==> config.mk <==
export PLATFORM = sky130hd
export DESIGN_NAME = inst_sequencer
export DESIGN_NICKNAME = d
export VERILOG_FILES = /design/src/rtl/inst_sequencer_pkg.sv /design/src/rtl/inst_sequencer_ram.sv /design/src/rtl/inst_sequencer.sv
export SDC_FILE = /design/constraint.sdc
export NUM_CORES = 1
export LEC_CHECK = 0
export ABC_AREA = 1
export CELL_PAD_IN_SITES_DETAIL_PLACEMENT = 1
export CELL_PAD_IN_SITES_GLOBAL_PLACEMENT = 1
export CORE_MARGIN = 3
export CORE_UTILIZATION = 51
export CTS_CLUSTER_DIAMETER = 30
export DETAILED_ROUTE_END_ITERATION = 8
export PLACE_DENSITY = 0.83
export SETUP_SLACK_MARGIN = 0.02
export SLEW_MARGIN = 5
export SYNTH_ARGS = -nofsm -noshare
export SYNTH_HDL_FRONTEND = slang
export SYNTH_SLANG_ARGS = --single-unit
==> constraint.sdc <==
create_clock -name clk -period 5.1 [get_ports clk]
set_clock_uncertainty 0.1 [all_clocks]
set_input_delay 0.765 -clock clk [delete_from_list [all_inputs] [get_ports clk]]
set_output_delay 0.765 -clock clk [all_outputs]
set_load 0.02 [all_outputs]
==> src/rtl/inst_sequencer_pkg.sv <==
// Shared constants for the instruction sequencer: sizes, FSM encoding, opcodes.
package inst_sequencer_pkg;

  localparam int SEQ_INST_W = 64;
  localparam int SEQ_DEPTH  = 16;
  localparam int SEQ_ADDR_W = 4;
  localparam int SEQ_CNT_W  = 8;
  localparam int SEQ_DRAIN  = 6;

  // Sequencer FSM states.
  typedef enum logic [1:0] {
    S_IDLE  = 2'd0,
    S_RUN   = 2'd1,
    S_DRAIN = 2'd2,
    S_FIN   = 2'd3
  } seq_state_e;

  // Opcodes live in inst[31:29]; shared with the PE-array decoder.
  localparam logic [2:0] OP_LOAD   = 3'b000;
  localparam logic [2:0] OP_ADD    = 3'b001;
  localparam logic [2:0] OP_SUB    = 3'b010;
  localparam logic [2:0] OP_MUL    = 3'b011;
  localparam logic [2:0] OP_MULADD = 3'b100;
  localparam logic [2:0] OP_RELU   = 3'b101;
  localparam logic [2:0] OP_MIN    = 3'b110;
  localparam logic [2:0] OP_MAX    = 3'b111;

  // Extract the opcode field of an instruction word.
  function automatic logic [2:0] seq_opcode(input logic [SEQ_INST_W-1:0] inst);
    return inst[31:29];
  endfunction

endpackage

==> src/rtl/inst_sequencer_ram.sv <==
// Program store: simple dual-port RAM, one write and one synchronous read port,
// no reset so it maps onto LUTRAM.
module inst_ram #(
  parameter int DATA_W = 64,
  parameter int DEPTH  = 16,
  parameter int ADDR_W = 4
) (
  input  logic              clk,
  input  logic              we,
  input  logic [ADDR_W-1:0] waddr,
  input  logic [DATA_W-1:0] wdata,
  input  logic              re,
  input  logic [ADDR_W-1:0] raddr,
  output logic [DATA_W-1:0] rdata
);

  logic [DATA_W-1:0] mem [DEPTH];
  logic [DATA_W-1:0] rdata_q;

  // Write port and registered read port; read data holds when re is low.
  always_ff @(posedge clk) begin
    if (we) begin
      mem[waddr] <= wdata;
    end
    if (re) begin
      rdata_q <= mem[raddr];
    end
  end

  assign rdata = rdata_q;

endmodule

==> src/rtl/inst_sequencer.sv <==
// Instruction fetch/issue stage: replays a host-loaded program a number of
// times as an inst_v/inst stream, waits for the decoder pipeline to drain,
// then pulses done.
//
// Issue is a two-stage pipe: RUN reads mem[pc] into the RAM read register
// (issue_q marks that slot valid), and the next edge moves it into the
// output registers. stall only gates the first stage, so there is no
// combinational path from stall to any output.
module inst_sequencer
  import inst_sequencer_pkg::*;
#(
  parameter int INST_WIDTH = SEQ_INST_W,
  parameter int DEPTH      = SEQ_DEPTH,
  parameter int ADDR_W     = SEQ_ADDR_W,
  parameter int CNT_W      = SEQ_CNT_W,
  parameter int DRAIN_CYC  = SEQ_DRAIN
) (
  input  logic                  clk,
  input  logic                  rst_n,
  input  logic                  prog_we,
  input  logic [ADDR_W-1:0]     prog_addr,
  input  logic [INST_WIDTH-1:0] prog_data,
  input  logic                  start,
  input  logic [ADDR_W:0]       num_inst,
  input  logic [CNT_W-1:0]      loops,
  input  logic                  stall,
  output logic                  busy,
  output logic                  done,
  output logic                  inst_v,
  output logic [INST_WIDTH-1:0] inst
);

  localparam int LEN_W = ADDR_W + 1;
  localparam int DRN_W = $clog2(DRAIN_CYC + 1);
  localparam logic [LEN_W-1:0] DEPTH_L  = LEN_W'(DEPTH);
  localparam logic [LEN_W-1:0] LEN_ONE  = LEN_W'(1);
  localparam logic [CNT_W-1:0] LOOP_ONE = CNT_W'(1);
  localparam logic [DRN_W-1:0] DRN_END  = DRN_W'(DRAIN_CYC);

  seq_state_e state_q, state_d;
  logic [ADDR_W-1:0]     pc_q, pc_d;
  logic [LEN_W-1:0]      len_q, len_d;
  logic [CNT_W-1:0]      loop_q, loop_d;
  logic [DRN_W-1:0]      drain_q, drain_d;
  logic                  issue_q, issue_d;
  logic                  inst_v_q, inst_v_d;
  logic [INST_WIDTH-1:0] inst_q, inst_d;
  logic                  busy_q, busy_d;
  logic                  done_q, done_d;

  logic                  ram_we;
  logic                  ram_re;
  logic [INST_WIDTH-1:0] ram_rdata;
  logic [LEN_W-1:0]      len_clamped;
  logic                  pc_at_last;

  inst_ram #(
    .DATA_W (INST_WIDTH),
    .DEPTH  (DEPTH),
    .ADDR_W (ADDR_W)
  ) u_ram (
    .clk   (clk),
    .we    (ram_we),
    .waddr (prog_addr),
    .wdata (prog_data),
    .re    (ram_re),
    .raddr (pc_q),
    .rdata (ram_rdata)
  );

  assign len_clamped = (num_inst > DEPTH_L) ? DEPTH_L : num_inst;
  assign pc_at_last  = ({1'b0, pc_q} == (len_q - LEN_ONE));

  // Next-state, datapath and output register inputs.
  always_comb begin
    state_d  = state_q;
    pc_d     = pc_q;
    len_d    = len_q;
    loop_d   = loop_q;
    drain_d  = drain_q;
    issue_d  = 1'b0;
    inst_v_d = issue_q;
    inst_d   = issue_q ? ram_rdata : inst_q;
    busy_d   = busy_q;
    done_d   = 1'b0;
    ram_we   = 1'b0;
    ram_re   = 1'b0;

    case (state_q)
      S_IDLE: begin
        ram_we = prog_we;
        if (start) begin
          len_d   = len_clamped;
          loop_d  = (loops == '0) ? LOOP_ONE : loops;
          pc_d    = '0;
          drain_d = '0;
          busy_d  = 1'b1;
          state_d = (len_clamped == '0) ? S_DRAIN : S_RUN;
        end
      end
      S_RUN: begin
        if (!stall) begin
          ram_re  = 1'b1;
          issue_d = 1'b1;
          if (pc_at_last) begin
            pc_d = '0;
            // Exit is checked before the decrement, so loop_q never reaches 0.
            if (loop_q == LOOP_ONE) begin
              state_d = S_DRAIN;
            end else begin
              loop_d = loop_q - LOOP_ONE;
            end
          end else begin
            pc_d = pc_q + ADDR_W'(1);
          end
        end
      end
      S_DRAIN: begin
        // Count only once the last fetched word has left the read stage.
        if (!issue_q) begin
          if (drain_q == DRN_END) begin
            state_d = S_FIN;
          end else begin
            drain_d = drain_q + DRN_W'(1);
          end
        end
      end
      S_FIN: begin
        done_d  = 1'b1;
        busy_d  = 1'b0;
        state_d = S_IDLE;
      end
      default: begin
        state_d = S_IDLE;
      end
    endcase
  end

  // State and output registers, cleared asynchronously.
  always_ff @(posedge clk or negedge rst_n) begin
    if (!rst_n) begin
      state_q  <= S_IDLE;
      pc_q     <= '0;
      len_q    <= '0;
      loop_q   <= '0;
      drain_q  <= '0;
      issue_q  <= 1'b0;
      inst_v_q <= 1'b0;
      inst_q   <= '0;
      busy_q   <= 1'b0;
      done_q   <= 1'b0;
    end else begin
      state_q  <= state_d;
      pc_q     <= pc_d;
      len_q    <= len_d;
      loop_q   <= loop_d;
      drain_q  <= drain_d;
      issue_q  <= issue_d;
      inst_v_q <= inst_v_d;
      inst_q   <= inst_d;
      busy_q   <= busy_d;
      done_q   <= done_d;
    end
  end

  assign busy   = busy_q;
  assign done   = done_q;
  assign inst_v = inst_v_q;
  assign inst   = inst_q;

endmodule

==> impl_metrics.yaml <==
sta:
  post-route-min-period_ns: 3.21
  fmax_ghz: 0.311
  setup_viol: 0
  tightest_slew_ns: 1.04
  relSlewSlack_pct: 30.3
  fin_ws_ns: 1.89
  finalCritPeriodShare_pct: 63.0
  fin_tns_setup_ns: 0
  final_hold_viol_count: 0
  rsz0062_at_grt: "false"
  drv_slew: 0
detailed_routing:
  dr.pass1.iters: 5
  viasPerCell: 6.53
  drt-wirelength-per-cell_um: 31.6
  ant_nets: 0
  drc: 0
  route.vias.total: 31700
  routed_wl_mm: 153
  drtIter0Drc: 4415
grt:
  track_usage_pct: 32.6
  grt_pass1_vias: 34000
  antenna_found_initial: 7
  grt_max_degree: 194
  grt_pass1_wl_mm: 227
  grt.overflow.total: 0
power:
  p_sw_uw: 11300
  intPower_uw: 22800
  ir_drop_uv: 395
  power_frac_seq_pct: 34.7
  power_density_nw_per_um2: 615
  switching_share_pct: 33.2
  fin_total_pwr_uw: 34200
  pwr-share-clk_pct: 41.8
  leakagePower_uw: 0.0186
  combinationalPowerShare_pct: 23.5
yosys:
  synth.ff_latch_count: 1178
  ys_types: 27
  ys.warnings.count: 0
  synthSimpleGateAreaFrac_pct: 7.30
  synthCells: 3309
  yosysTopAreaCell: "edfxtp_1"
  synth-xor-area-share_pct: 0.0383
  syn_area_um2: 45700
  yosysTopAreaCellShare_pct: 71.5
  avgSynthCellArea_um2: 13.8
  synth.area.top_cells: "edfxtp_1 (72%), nor2_1 (5.6%), dfrtp_1 (4.9%)"
  synth_fa_ha_area_share_pct: 0.274
  synth_seq_area_share_pct: 76.4
  synth_compound_area_share_pct: 11.8
  syn_nets: 3405
  synthMuxAreaShare_pct: 1.58
  synth_top_family_by_area: "compound AO/OA/AOI/OAI gates"
job:
  max_cap_violations: 0
placed_design:
  dp_hpwl_mm: 72.9
  io_buffers: 152
  place_ws_ns: 1.47
  place_congestion: 0.758
  placed_cell_area_um2: 48400
clocking:
  postCtsSetupBuffers: 0
  cts_max_level: 4
  insertion_delay_ns: 0.79
  cts_tree: "done"
  path_clk_slew_ns: 0.06
  cts_buffers: 204
  cts.sinks: 1178
  clockRootBuffer: "clkbuf_16"
  clock_path_buffers: 3
finish:
  num-nets-final: 3599
  fin_util_pct: 62.7
  drive_above_1_share_pct: 13.5
  area_growth_syn_to_layout_pct: 21.7
  fill_cells: 8086
  fin_area_um2: 55600
outcome:
  status: "completed"
critical_path:
  crit_path_start_kind: "flip-flop"
  cp-end-kind: "flip-flop"
  path_class: "flip-flop to flip-flop"
  worst-path-max-fanout: 69
  critPathArrivalTime_ns: 3.73
  cp.required_ns: 5.62
floorplanning:
  ios: 153
  fp.dieH_um: 305
  core_area_um2: 88600
  rows: 109
  fp.dieW_um: 305
  die-area_um2: 93200
  start_util_pct: 51.5
hold_path:
  hp-class: "input port to async pin"
metal layers:
metal | vias to the layer above | GRT usage (%) | part of all wire, %
met1 | 16300 | 41.0 | 37
met2 | 2178 | 55.1 | 51
met4 | 10 | 14.6 | 4.3
met5 | - | 0 | 0.042
met3 | 443 | 6.64 | 8.6
li1 | 12800 | - | -
critical path, cell delays in order, from the launching register on:
cell and delay [ns]:
dfrtp_4 0.71, inv_4 0.71, buf_4 0.50, o21ai_1 0.13, o22ai_1 0.41, o211ai_1 0.23
nand2_1 0.21
power by group through the flow:
stage	Clock [uW]	Combinational (uW)	Sequential, uW
after global routing	14800	8560	11900
after CTS	14300	7940	11900
after floorplan	0	4460	12100
after detailed placement	0	7340	12000
final	14300	8030	11900
after global placement	0	6900	12000
flip-flops by register name, summed over array words and instances (netlist names):
| name | count |
|---|---|
| pc_q | 4 |
| done | 1 |
| drain_q | 3 |
| loop_q | 8 |
| busy | 1 |
| u_ram.mem | 1024 |
| inst | 64 |
| state_q | 2 |
| len_q | 5 |
| u_ram.rdata | 64 |
| inst_v | 1 |
| inst_v_d | 1 |
path summary, 6_finish.rpt:
check,startpoint,endpoint,slack [ns],cells after the start
min reg2reg,u_ram.rdata[56],inst[56],0.37,1
max in group asynchronous,rst_n,pc_q[3],3.50,3
min,rst_n,inst[63],0.30,2
min in group clk,u_ram.rdata[56],inst[56],0.37,1
max,pc_q[1],u_ram.rdata[4],1.89,6
max reg2reg,pc_q[1],u_ram.rdata[4],1.89,6
timing repair:
| action | 4_1_cts | 5_1_grt |
|---|---|---|
| hold buffers | 1 | 0 |
| gates resized for setup | 0 | 0 |
| endpoints found under the hold margin | 18 | 0 |
| endpoints found under the setup margin | 0 | 0 |
kinds of logic after synthesis:
family | after synthesis
xor gates and xnor gates | 2
adders and majority gates | 10
muxes | 64
DFF | 1178
and+or+nand+nor | 873
AOI/OAI and AO/OA | 919
buffers and inverters | 263
placed cells by master, fill, tap and decap left out, drive strengths merged, types with 10 or more instances in the layout:
cell,Yosys,layout
clkbuf,123,239
nor2,687,687
clkinv,0,76
bufinv,0,28
o22ai,129,129
o21ai,528,528
ha,10,10
dfrtp,90,90
nand2,152,152
clkdlybuf4s50,0,151
edfxtp,1088,1088
buf,99,58
o211ai,256,256
nand3,27,27
inv,41,61
mux2,64,64
clkinvlp,0,26
cells in the mapped netlist (all sizes together):
library cell / instances
buf: 99
nor2: 687
dfrtp: 90
mux2: 64
xor2: 2
ha: 10
nand3: 27
o21ai: 528
nor3: 1
o22ai: 129
o211ai: 256
inv: 41
a21oi: 6
nor4: 1
nand4: 4
nand2: 152
edfxtp: 1088
clkbuf: 123
or2: 1
per-stage QoR:
step,std cells,hold WS (ns)
global route,4851,0.325
detailed placement,4461,0.365
finish,4852,0.304
floorplan,3309,0.272
global placement,4461,0.355
CTS,4851,0.287
cell type report:
cell class | instances | area, um2 | area share, %
inverter | 41 | 183 | 0.328
sequential | 1178 | 34900 | 62.8
multi-input combinational | 1868 | 9730 | 17.5
clock inverter | 150 | 1850 | 3.33
tap | 1165 | 1460 | 2.62
antenna | 1 | 2.50 | 0.00450
timing repair buffer | 210 | 2130 | 3.83
clock buffer | 239 | 5320 | 9.57
(Power assumes the default switching activity.)
